**src/rtl/smg_pkg.sv**
```systemverilog
// Shared widths, codes and FSM encoding for the seven-segment scan controller.
// Also hosts the per-digit display code function used by the top.
package smg_pkg;

   localparam int unsigned SEL_W      = 2;
   localparam int unsigned DIG_W      = 4;
   localparam int unsigned NUM_DIG    = 4;
   localparam logic [3:0]  BLANK_CODE = 4'hF;

   typedef enum logic [0:0] {
      StBlank = 1'b0,
      StShow  = 1'b1
   } scan_state_e;

   // Digit code for position sel; with lz_en, a zero digit whose higher digits are all zero
   // is blanked, except the rightmost digit which always shows.
   function automatic logic [DIG_W-1:0] digit_code(
      input logic [NUM_DIG*DIG_W-1:0] value,
      input logic [SEL_W-1:0]         sel,
      input logic                     lz_en
   );
      logic [DIG_W-1:0] nib;
      logic             upper_zero;
      nib        = value[sel*DIG_W +: DIG_W];
      upper_zero = 1'b1;
      for (int i = 0; i < int'(NUM_DIG); i++) begin
         if (i >= int'(sel) && value[i*DIG_W +: DIG_W] != '0) begin
            upper_zero = 1'b0;
         end
      end
      if (lz_en && (sel != '0) && upper_zero) begin
         return BLANK_CODE;
      end
      return nib;
   endfunction

endpackage

```
**src/rtl/scan_slot_timer.sv**
```systemverilog
// Free-running slot counter 0..SCAN_DIV-1 with strobes on the last blanking cycle and on
// the last cycle of the slot.
module scan_slot_timer #(
   parameter int unsigned SCAN_DIV  = 12000,
   parameter int unsigned BLANK_CYC = 600
) (
   input  logic clk,
   input  logic rst,
   output logic blank_end,
   output logic slot_end
);

   localparam int unsigned CNT_W = (SCAN_DIV > 1) ? $clog2(SCAN_DIV) : 1;
   localparam logic [CNT_W-1:0] CNT_LAST   = CNT_W'(SCAN_DIV - 1);
   localparam logic [CNT_W-1:0] BLANK_LAST = CNT_W'((BLANK_CYC == 0) ? 0 : BLANK_CYC - 1);

   logic [CNT_W-1:0] cnt_q, cnt_d;

   always_comb begin
      slot_end = (cnt_q == CNT_LAST);
      // With no blanking interval the BLANK state must be left immediately.
      blank_end = (BLANK_CYC == 0) || (cnt_q == BLANK_LAST);
      cnt_d = slot_end ? '0 : cnt_q + CNT_W'(1);
   end

   always_ff @(posedge clk) begin
      if (rst) begin
         cnt_q <= '0;
      end else begin
         cnt_q <= cnt_d;
      end
   end

endmodule

```
**src/rtl/smg_scan_ctrl.sv**
```systemverilog
// Four-digit seven-segment scan controller: slot timing, blanking, leading-zero suppression
// and a frame-synchronous shadow register loaded over a valid/ready handshake.
module smg_scan_ctrl
   import smg_pkg::*;
#(
   parameter int unsigned SCAN_DIV  = 12000,
   parameter int unsigned BLANK_CYC = 600
) (
   input  logic                     clk,
   input  logic                     rst,
   input  logic [NUM_DIG*DIG_W-1:0] upd_data,
   input  logic                     upd_valid,
   output logic                     upd_ready,
   input  logic                     lz_en,
   output logic [SEL_W-1:0]         sel,
   output logic [DIG_W-1:0]         key,
   output logic                     frame_done
);

   localparam logic [SEL_W-1:0] SEL_LAST = SEL_W'(NUM_DIG - 1);

   logic blank_end, slot_end, accept;

   scan_state_e                state_q, state_d;
   logic [SEL_W-1:0]           sel_q, sel_d;
   logic [DIG_W-1:0]           key_q, key_d;
   logic                       frame_done_q, frame_done_d;
   logic [NUM_DIG*DIG_W-1:0]   active_q, active_d;
   logic [NUM_DIG*DIG_W-1:0]   shadow_q, shadow_d;
   logic                       pending_q, pending_d;

   scan_slot_timer #(
      .SCAN_DIV  (SCAN_DIV),
      .BLANK_CYC (BLANK_CYC)
   ) u_timer (
      .clk       (clk),
      .rst       (rst),
      .blank_end (blank_end),
      .slot_end  (slot_end)
   );

   assign upd_ready = ~pending_q;
   assign accept    = upd_valid & ~pending_q;

   always_comb begin
      state_d      = state_q;
      sel_d        = sel_q;
      active_d     = active_q;
      shadow_d     = shadow_q;
      pending_d    = pending_q;
      frame_done_d = 1'b0;

      unique case (state_q)
         StBlank: if (blank_end) state_d = StShow;
         StShow:  state_d = StShow;
         default: state_d = StBlank;
      endcase

      if (slot_end) begin
         sel_d   = sel_q + SEL_W'(1);
         state_d = (BLANK_CYC == 0) ? StShow : StBlank;
         if (sel_q == SEL_LAST) begin
            frame_done_d = 1'b1;
            if (pending_q) begin
               active_d  = shadow_q;
               pending_d = 1'b0;
            end
         end
      end

      // accept only fires with pending_q low, so it never collides with the swap above.
      if (accept) begin
         shadow_d  = upd_data;
         pending_d = 1'b1;
      end

      // key is computed from next-state values so it lines up with the registered sel.
      key_d = (state_d == StShow) ? digit_code(active_d, sel_d, lz_en) : BLANK_CODE;
   end

   always_ff @(posedge clk) begin
      if (rst) begin
         state_q      <= StBlank;
         sel_q        <= '0;
         key_q        <= BLANK_CODE;
         frame_done_q <= 1'b0;
         active_q     <= '0;
         shadow_q     <= '0;
         pending_q    <= 1'b0;
      end else begin
         state_q      <= state_d;
         sel_q        <= sel_d;
         key_q        <= key_d;
         frame_done_q <= frame_done_d;
         active_q     <= active_d;
         shadow_q     <= shadow_d;
         pending_q    <= pending_d;
      end
   end

   assign sel        = sel_q;
   assign key        = key_q;
   assign frame_done = frame_done_q;

endmodule
```
**config.mk**
```make
export PLATFORM = sky130hd
export DESIGN_NAME = smg_scan_ctrl
export DESIGN_NICKNAME = d
export VERILOG_FILES = /design/src/rtl/smg_pkg.sv /design/src/rtl/scan_slot_timer.sv /design/src/rtl/smg_scan_ctrl.sv
export SDC_FILE = /design/constraint.sdc
export NUM_CORES = 1
export LEC_CHECK = 0
export ABC_AREA = 1
export CAP_MARGIN = 20
export CELL_PAD_IN_SITES_DETAIL_PLACEMENT = 1
export CELL_PAD_IN_SITES_GLOBAL_PLACEMENT = 2
export CORE_UTILIZATION = 25
export DETAILED_ROUTE_END_ITERATION = 6
export GPL_TIMING_DRIVEN = 0
export PLACE_DENSITY = 0.65
export SLEW_MARGIN = 5
export SYNTH_ARGS = -nofsm -noshare
export SYNTH_HDL_FRONTEND = slang
export SYNTH_HIERARCHICAL = 1
export SYNTH_SLANG_ARGS = --single-unit
```
**constraint.sdc**
```tcl
create_clock -name clk -period 2.3 [get_ports clk]
set_input_delay 0.46 -clock clk [delete_from_list [all_inputs] [get_ports clk]]
set_output_delay 0.46 -clock clk [all_outputs]
set_load 0.05 [all_outputs]
```
==> impl_metrics.toml, run 1 <==
[min_path]
hold_path.class = "reg -> reg"

[global_routing]
overflow = 0
antenna_found_initial = 0
grt_pass1_wl_um = 11100
grt_max_degree = 17
grt_pass1_vias = 2204
track_usage_pct = 14.2

[worst_setup_path]
crit_family = "simple AND/OR/NAND/NOR gates"
cp-start-kind = "flip-flop"
path_class = "reg -> reg"
crit_path_max_incr_delay_ns = 0.36
path_cells = "ha_2, nand2_1, nor2_4, and3_4, nand3_4, buf_4, o21ai_1, o21ai_0, a21oi_1, nand3_1"
cp-end-kind = "flip-flop"
crit_fanout = 10
cp.arrival_ns = 2.30
crit_buf_inv = 1
rrSetupSlack_ns = 0.17
critPathRequiredTime_ns = 2.47
cp_slowest_cell = "dfxtp_1"

[synthesis]
syn_area_mm2 = 0.00244
synth_nets = 357
synth.distinct_cells = 29
synth-simple-area-share_pct = 32.6
synth_warnings = 6
synth_top_cell_area_share_pct = 45.2
synth_top_cell_by_area = "dfxtp_1"
muxShareOfSynthArea_pct = 0
synth_xor_area_share_pct = 2.82
synthAdderAreaFrac_pct = 1.03
synth_top_family_by_area = "simple AND/OR/NAND/NOR gates"
ys_top_cells_by_area = "dfxtp_1 45%, nand2_1 15%, nor2_1 6.6%"
synth_edf_count = 0
synth.most_common_cell = "nand2_1"
yosys_most_used_dff = "dfxtp_1"
synth_seq_cells = 55
syn-instance-count = 335
synthTopCellsByCount = "96 x nand2_1, 55 x dfxtp_1, 43 x nor2_1, 29 x a21oi_1, 28 x inv_1"
postSynth.asyncResetShare_pct = 0
synth.avg_cell_area_um2 = 7.27
synth-seq-area-share_pct = 45.2
synth_compound_area_share_pct = 10.9

[clock_network]
cts_max_level = 2
clock-root-buffer = "clkbuf_8"
numCtsBuffers = 5
cts.clk_slew.worst_paths_ns = 0.10
clk_latency_ns = 0.31
cts_tree = "done"
cts.path.max_buffers = 2
cts_hold_buf = 0
cts_sinks = 55

[drt]
routed_via_density = 4.30
wirelength_um = 6500
antenna_left = 0
vias = 2146
wl_per_cell_um = 13.0
route.detailed.drc = 0
dr.pass1.iters = 4
drtIter0Drc = 57

[finish]
design_area_mm2 = 0.00301
area_delta_synth_final_pct = 23.4
final_nets = 392
antennaDiodeCount = 0
drive_gt1_share_pct = 10.3

[die]
dieHeight_um = 101
die_area_mm2 = 0.0101
io-pin-count = 28
die_x_um = 101
fp-row-count = 35
core_mm2 = 0.00933
start_util_pct = 26.1

[sta]
setup_ws_ns = 0.169
whs_ns = 0.455
fin_crit_ns = 2.13
max_slew.worst_pin.slew_ns = 0.645
rsz0062_at_grt = "no"
slew_headroom_pct = 56.7
hold_violations = 0
final.period_utilization_pct = 92.6
skew_ns = 0.0149
finalSetupViolCount = 0
maxSlewViolCount = 0
finalSetupTns_ns = 0
fmax_mhz = 469

[pwr]
ir_drop_v = 0.000215
p_leak_nw = 1.15
power.density_mw_per_mm2 = 580

[placed_design]
portBuffers = 27
dpl_cell_area_mm2 = 0.00287
gp_congestion = 0.735
pre_cts_ws_ns = -0.148
dpl.hpwl_um = 4950

[job]
maxCapViolations = 0

[run_status]
status = "complete, no violations"
per-stage QoR:
step / cells / power, mW / utilization [%]
after floorplan: 335 / 1.06 / -
final: 499 / 1.74 / 32.2
after detailed placement: 491 / 1.13 / 30.7
after global placement: 491 / 1.13 / 30.7
after global routing: 499 / 1.83 / 32.2
after CTS: 498 / 1.78 / 32.0
report_power, final:
part | internal, mW | switching [mW] | leakage, nW
combinational | 0.0533 | 0.0623 | 0.657
sequential | 0.974 | 0.0132 | 0.447
clock | 0.319 | 0.322 | 0.0502
total | 1.35 | 0.397 | 1.15
registers in the layout (all words and copies together), names as in the netlist:
register and count:
state_q 1, frame_done 1, pending_q 1, active_q 16
shadow_q 16, key 4, u_timer/cnt_q 14, sel 2
layout make-up:
cell class                 instances  area, um^2
sequential                        55        1100
clock buffer                       5        68.8
timing repair buffer              28         278
tap                              129         161
fill                            1175        6320
multi-input combinational        239        1170
buffer                            12        76.3
inverter                          29         109
clock inverter                     2        37.5
metal layers:
metal / GRT usage, % / wire length (um) / part of all wire (%)
met1: 19.5 / 3350 / 52
met2: 23.0 / 2920 / 45
met3: 2.77 / 178 / 2.7
met4: 3.34 / 47 / 0.72
met5: 0 / 0 / 0
cell usage in the layout, fill, tap and decap left out:
master / instances
clkbuf_1: 3
buf_6: 3
nand2_1: 96
nor3_2: 1
nand2_2: 5
nand3b_1: 1
inv_2: 1
nor2_1: 43
clkdlybuf4s50_1: 27
o21ai_0: 6
nand4_1: 10
xor2_2: 1
buf_4: 2
a21oi_1: 29
buf_1: 1
xor2_1: 3
nor3_1: 3
nor2_2: 2
dfxtp_1: 55
inv_1: 28
o21ai_1: 7
o21ai_4: 1
clkinvlp_4: 1
a211oi_1: 1
bufinv_16: 1
xnor2_1: 3
and3_4: 1
ha_2: 1
ha_1: 1
nand3_4: 1
buf_2: 4
o21ai_2: 4
nor2_4: 3
clkbuf_8: 5
nand3_1: 15
nand3_2: 1
worst paths after layout:
kind,to,startpoint,cells past startpoint
hold reg to reg,u_timer/cnt_q[0],u_timer/cnt_q[0],1
setup reg to reg,key[1],u_timer/cnt_q[0],10
setup / recovery,key[1],u_timer/cnt_q[0],10
hold / removal,u_timer/cnt_q[0],u_timer/cnt_q[0],1
worst register-to-register path, cell delays in order, from the launching register on:
cell,delay (ns)
dfxtp_1,0.36
ha_2,0.21
nand2_1,0.11
nor2_4,0.14
and3_4,0.24
nand3_4,0.14
buf_4,0.23
o21ai_1,0.20
o21ai_0,0.14
a21oi_1,0.15
nand3_1,0.08
timing repair:
item,CTS,global route
setup endpoints to repair,4,4
gates resized for setup,3,5
setup buffers,0,1
pin swaps,0,1
cells by family (layout without fill, tap and decap cells):
logic type      after synthesis  count (layout)
simple gates                182             182
buf+inv                      41              76
flops                        55              55
xor+xnor                      7               7
fa+ha+maj                     2               2
compound gates               48              48
(Power assumes the default switching activity.)
==> inputs of run 2 (changes only) <==
- CELL_PAD_IN_SITES_DETAIL_PLACEMENT: 1 -> unset
- CELL_PAD_IN_SITES_GLOBAL_PLACEMENT: 2 -> unset
- PLACE_DENSITY: 0.65 -> 0.42
==> impl_metrics.toml, run 2 (synthesis results as in run 1) <==
[run_status]
status = "complete, no violations"

[global_routing]
grt_max_degree = 17
antenna_found_initial = 0
track_usage_pct = 12.7
grt_pass1_wl_um = 9900
grt_pass1_vias = 2013
overflow = 0

[sta]
final.period_utilization_pct = 92.9
rsz0062_at_grt = "no"
fmax_mhz = 468
finalSetupTns_ns = 0
maxSlewViolCount = 0
slew_headroom_pct = 60.8
fin_crit_ns = 2.14
finalSetupViolCount = 0
skew_ns = 0.00932
whs_ns = 0.424
hold_violations = 0
max_slew.worst_pin.slew_ns = 0.583

[pwr]
p_int_mw = 1.38
p_clk_share_pct = 37.7
p_leak_nw = 1.20
ir_drop_v = 0.000373
p_seq_share_pct = 55.7
p_sw_uw = 390
power.density_mw_per_mm2 = 573
netSwitchingFraction_pct = 22.0
finalPower_mw = 1.77
pwr-share-comb_pct = 6.5

[drt]
route.detailed.drc = 0
vias = 2101
antenna_left = 0
routed_via_density = 4.16
wl_per_cell_um = 11.8
dr.pass1.iters = 4
drtIter0Drc = 53
wirelength_um = 5940

[die]
io-pin-count = 28
dieHeight_um = 101
start_util_pct = 26.1
core_mm2 = 0.00933
fp-row-count = 35
die_area_mm2 = 0.0101
die_x_um = 101

[worst_setup_path]
cp-end-kind = "output port"
rrSetupSlack_ns = 0.20
r2r-end = "key[3]"
r2r_start = "u_timer/cnt_q[0]"
cp.arrival_ns = 1.68
crit_fanout = 8
reg2reg_depth = 12
cp-start-kind = "flip-flop"
path_class = "reg -> out"
critPathRequiredTime_ns = 1.84

[min_path]
hold_path.class = "reg -> reg"
whs_endpoint = "u_timer/cnt_q[0]"
min_from = "u_timer/cnt_q[0]"
holdPathStages = 1

[job]
maxCapViolations = 0

[clock_network]
numCtsBuffers = 5
cts.clk_slew.worst_paths_ns = 0.09
cts_tree = "done"
cts_max_level = 2
cts_hold_buf = 0
clk_latency_ns = 0.31
cts_sinks = 55
clock-root-buffer = "clkbuf_8"
cts.path.max_buffers = 2

[finish]
final_nets = 397
layout.cells.most_common = "nand2_1"
antennaDiodeCount = 0
area_delta_synth_final_pct = 26.8
drive_gt1_share_pct = 12.5
top_regs = "active_q x16, shadow_q x16, u_timer/cnt_q x14"
fin_util_pct = 33.1
mostFrequentLayoutCells = "95 x nand2_1, 54 x dfxtp_1, 43 x nor2_1"
fillCellCount = 1031

[placed_design]
gp_congestion = 0.778
portBuffers = 27
dpl.hpwl_um = 4360
run 2: power groups by stage:
stage	Combinational, mW	Sequential [mW]	Clock (mW)
floorplan	0.0600	1.00	0
global placement	0.116	1.01	0
detailed placement	0.117	1.01	0
CTS	0.117	0.986	0.693
global route	0.131	0.990	0.723
finish	0.116	0.987	0.668
run 2: cell type report:
class | instances | area (um^2) | area share (%)
Buffer | 12 | 83.8 | 2.71
Clock buffer | 6 | 82.6 | 2.67
Clock inverter | 2 | 35.0 | 1.13
Inverter | 29 | 109 | 3.52
Multi-Input combinational cell | 239 | 1180 | 38.2
Sequential cell | 55 | 1100 | 35.7
Tap cell | 129 | 161 | 5.22
Timing Repair Buffer | 33 | 337 | 10.9
run 2: metrics by stage:
stage          setup slack (ns)  instance area, um^2  std cells
6_report                  0.162                 3090        505
3_5_place_dp            -0.0864                 2870        491
4_1_cts                 0.00274                 2990        499
5_1_grt                  0.0130                 3090        505
2_1_floorplan             0.323                 2440        335
3_3_place_gp            -0.0796                 2870        491
run 2: worst max-delay path by stage:
stage                                start        end  slack (ns)  cells after the start
after floorplan           u_timer/cnt_q[0]     key[3]        0.32                     12
after global placement    u_timer/cnt_q[0]     key[1]       -0.08                     10
after detailed placement  u_timer/cnt_q[0]     key[2]       -0.09                     10
after CTS                 u_timer/cnt_q[0]     key[1]       0.003                     10
after global routing      u_timer/cnt_q[0]     key[1]        0.01                     12
final                            pending_q  upd_ready        0.16                      3
run 2: repair_timing:
item	CTS	global route
gates resized for setup	2	14
setup buffers	0	5
pin swaps	0	2
gates cloned	0	1
endpoints found under the setup margin	4	4
run 2: critical path: stages (launching register included):
cell and delay, ns:
dfxtp_1 0.31, buf_2 0.17, inv_1 0.09, clkdlybuf4s50_1 0.80
run 2: layer usage:
layer	up-vias	wire length (um)	global-route usage, %
met2	24	2600	20.5
met5	-	0	0
met1	923	3100	17.0
met3	5	160	2.70
li1	1149	-	-
met4	0	71	3.68
==> inputs of run 3 (changes only) <==
- SETUP_SLACK_MARGIN: unset -> 0.15
==> impl_metrics.toml, run 3 (synthesis results as in run 1) <==
[finish]
fillCellCount = 1033
mostFrequentLayoutCells = "94 x nand2_1, 50 x dfxtp_1, 43 x nor2_1"
antennaDiodeCount = 0
layout.cells.most_common = "nand2_1"
drive_gt1_share_pct = 13.6
multi_input_area_mm2 = 0.00121
seqCellArea_mm2 = 0.00111
final_nets = 395
area_delta_synth_final_pct = 27.4
fin_util_pct = 33.3
top_regs = "active_q x16, shadow_q x16, u_timer/cnt_q x14"
final_cells = 503

[global_routing]
track_usage_pct = 12.7
grt_pass1_vias = 2028
grt_max_degree = 17
antenna_found_initial = 0
overflow = 0
grt_pass1_wl_um = 9940

[drt]
route.detailed.drc = 0
wirelength_um = 6010
antenna_left = 0
dr.pass1.iters = 5
vias = 2121
wl_per_cell_um = 11.9
drtIter0Drc = 76
routed_via_density = 4.22

[die]
die_x_um = 101
fp-row-count = 35
dieHeight_um = 101
die_area_mm2 = 0.0101
io-pin-count = 28
core_mm2 = 0.00933
start_util_pct = 26.1

[worst_setup_path]
crit_fanout = 4
cp_slowest_cell = "clkdlybuf4s50_1"
critPathRequiredTime_ns = 1.84
cp-start-kind = "flip-flop"
crit_family = "buffers and inverters"
cp.arrival_ns = 1.61
path_cells = "clkdlybuf4s50_1"
r2r_start = "u_timer/cnt_q[9]"
crit_buf_inv = 1
cp-end-kind = "output port"
worstSetupStartpoint = "sel[0]"
crit_path_max_incr_delay_ns = 0.84
path_class = "reg -> out"

[clock_network]
cts_hold_buf = 0
cts.clk_slew.worst_paths_ns = 0.10
cts_tree = "done"
clk_latency_ns = 0.31
numCtsBuffers = 5
cts_max_level = 2
cts_sinks = 55
clock-root-buffer = "clkbuf_8"
cts.path.max_buffers = 2

[placed_design]
pre_cts_ws_ns = -0.0864
gp_congestion = 0.778
placed_cells = 491
dpl.hpwl_um = 4360
portBuffers = 27

[min_path]
min_from = "u_timer/cnt_q[0]"
hold_path.class = "reg -> reg"

[sta]
final.period_utilization_pct = 89.9
setup_ws_ns = 0.231
fin_crit_ns = 2.07
finalSetupTns_ns = 0
skew_ns = 0.00584
rsz0062_at_grt = "yes"
whs_ns = 0.446
fmax_mhz = 483
finalSetupViolCount = 0
max_slew.worst_pin.slew_ns = 0.600
hold_violations = 0
slew_headroom_pct = 59.7
maxSlewViolCount = 0

[pwr]
p_leak_nw = 1.19
p_int_mw = 1.38
p_sw_uw = 389
pwr-share-comb_pct = 6.6
p_seq_share_pct = 55.8
ir_drop_v = 0.000369
netSwitchingFraction_pct = 22.0
p_clk_share_pct = 37.6
power.density_mw_per_mm2 = 570

[run_status]
status = "complete, no violations"

[job]
maxCapViolations = 0
run 3: cell count changes in the layout (fill, tap and decap cells not counted), moves of 2 or more:
cell,delta
dfxtp_1,-4
dfxtp_2,+3
buf_4,-2
buf_6,-2
run 3: final cells by class:
class	count	area share (%)
Tap cell	129	5.20
Buffer	12	2.82
Multi-Input combinational cell	240	38.9
Timing Repair Buffer	30	10.1
Clock inverter	2	1.13
Inverter	29	3.51
Clock buffer	6	2.66
Sequential cell	55	35.8
run 3: worst paths after layout:
path / to / cells past startpoint / slack (ns)
setup reg to reg: key[3] / 11 / 0.29
hold / removal: u_timer/cnt_q[0] / 1 / 0.45
hold reg to reg: u_timer/cnt_q[0] / 1 / 0.45
setup / recovery: sel[0] / 1 / 0.23
run 3: what timing repair did:
action / 4_1_cts / 5_1_grt
setup endpoints to repair: 4 / 5
cloned: 0 / 2
resized for setup: 8 / 14
buffers inserted: 1 / 1
pin swaps: 2 / 3
run 3: metrics by stage:
step,cell area [um^2],power (mW)
detailed placement,2870,1.12
CTS,3020,1.80
floorplan,2440,1.06
global route,3100,1.85
global placement,2870,1.12
finish,3100,1.77
run 3: metal layers:
| metal | vias up | part of all wire [%] | global-route usage (%) |
|---|---|---|---|
| met5 | - | 0 | 0 |
| met4 | 0 | 1.2 | 3.68 |
| met3 | 5 | 2.6 | 2.70 |
| met2 | 24 | 44 | 20.7 |
| met1 | 950 | 52 | 17.0 |
| li1 | 1142 | - | - |
run 3: power groups by stage:
| stage | Combinational [mW] | Sequential [mW] | Clock, mW |
|---|---|---|---|
| floorplan | 0.0600 | 1.00 | 0 |
| global placement | 0.116 | 1.01 | 0 |
| detailed placement | 0.117 | 1.01 | 0 |
| CTS | 0.117 | 0.987 | 0.693 |
| global route | 0.134 | 0.991 | 0.724 |
| finish | 0.117 | 0.988 | 0.665 |
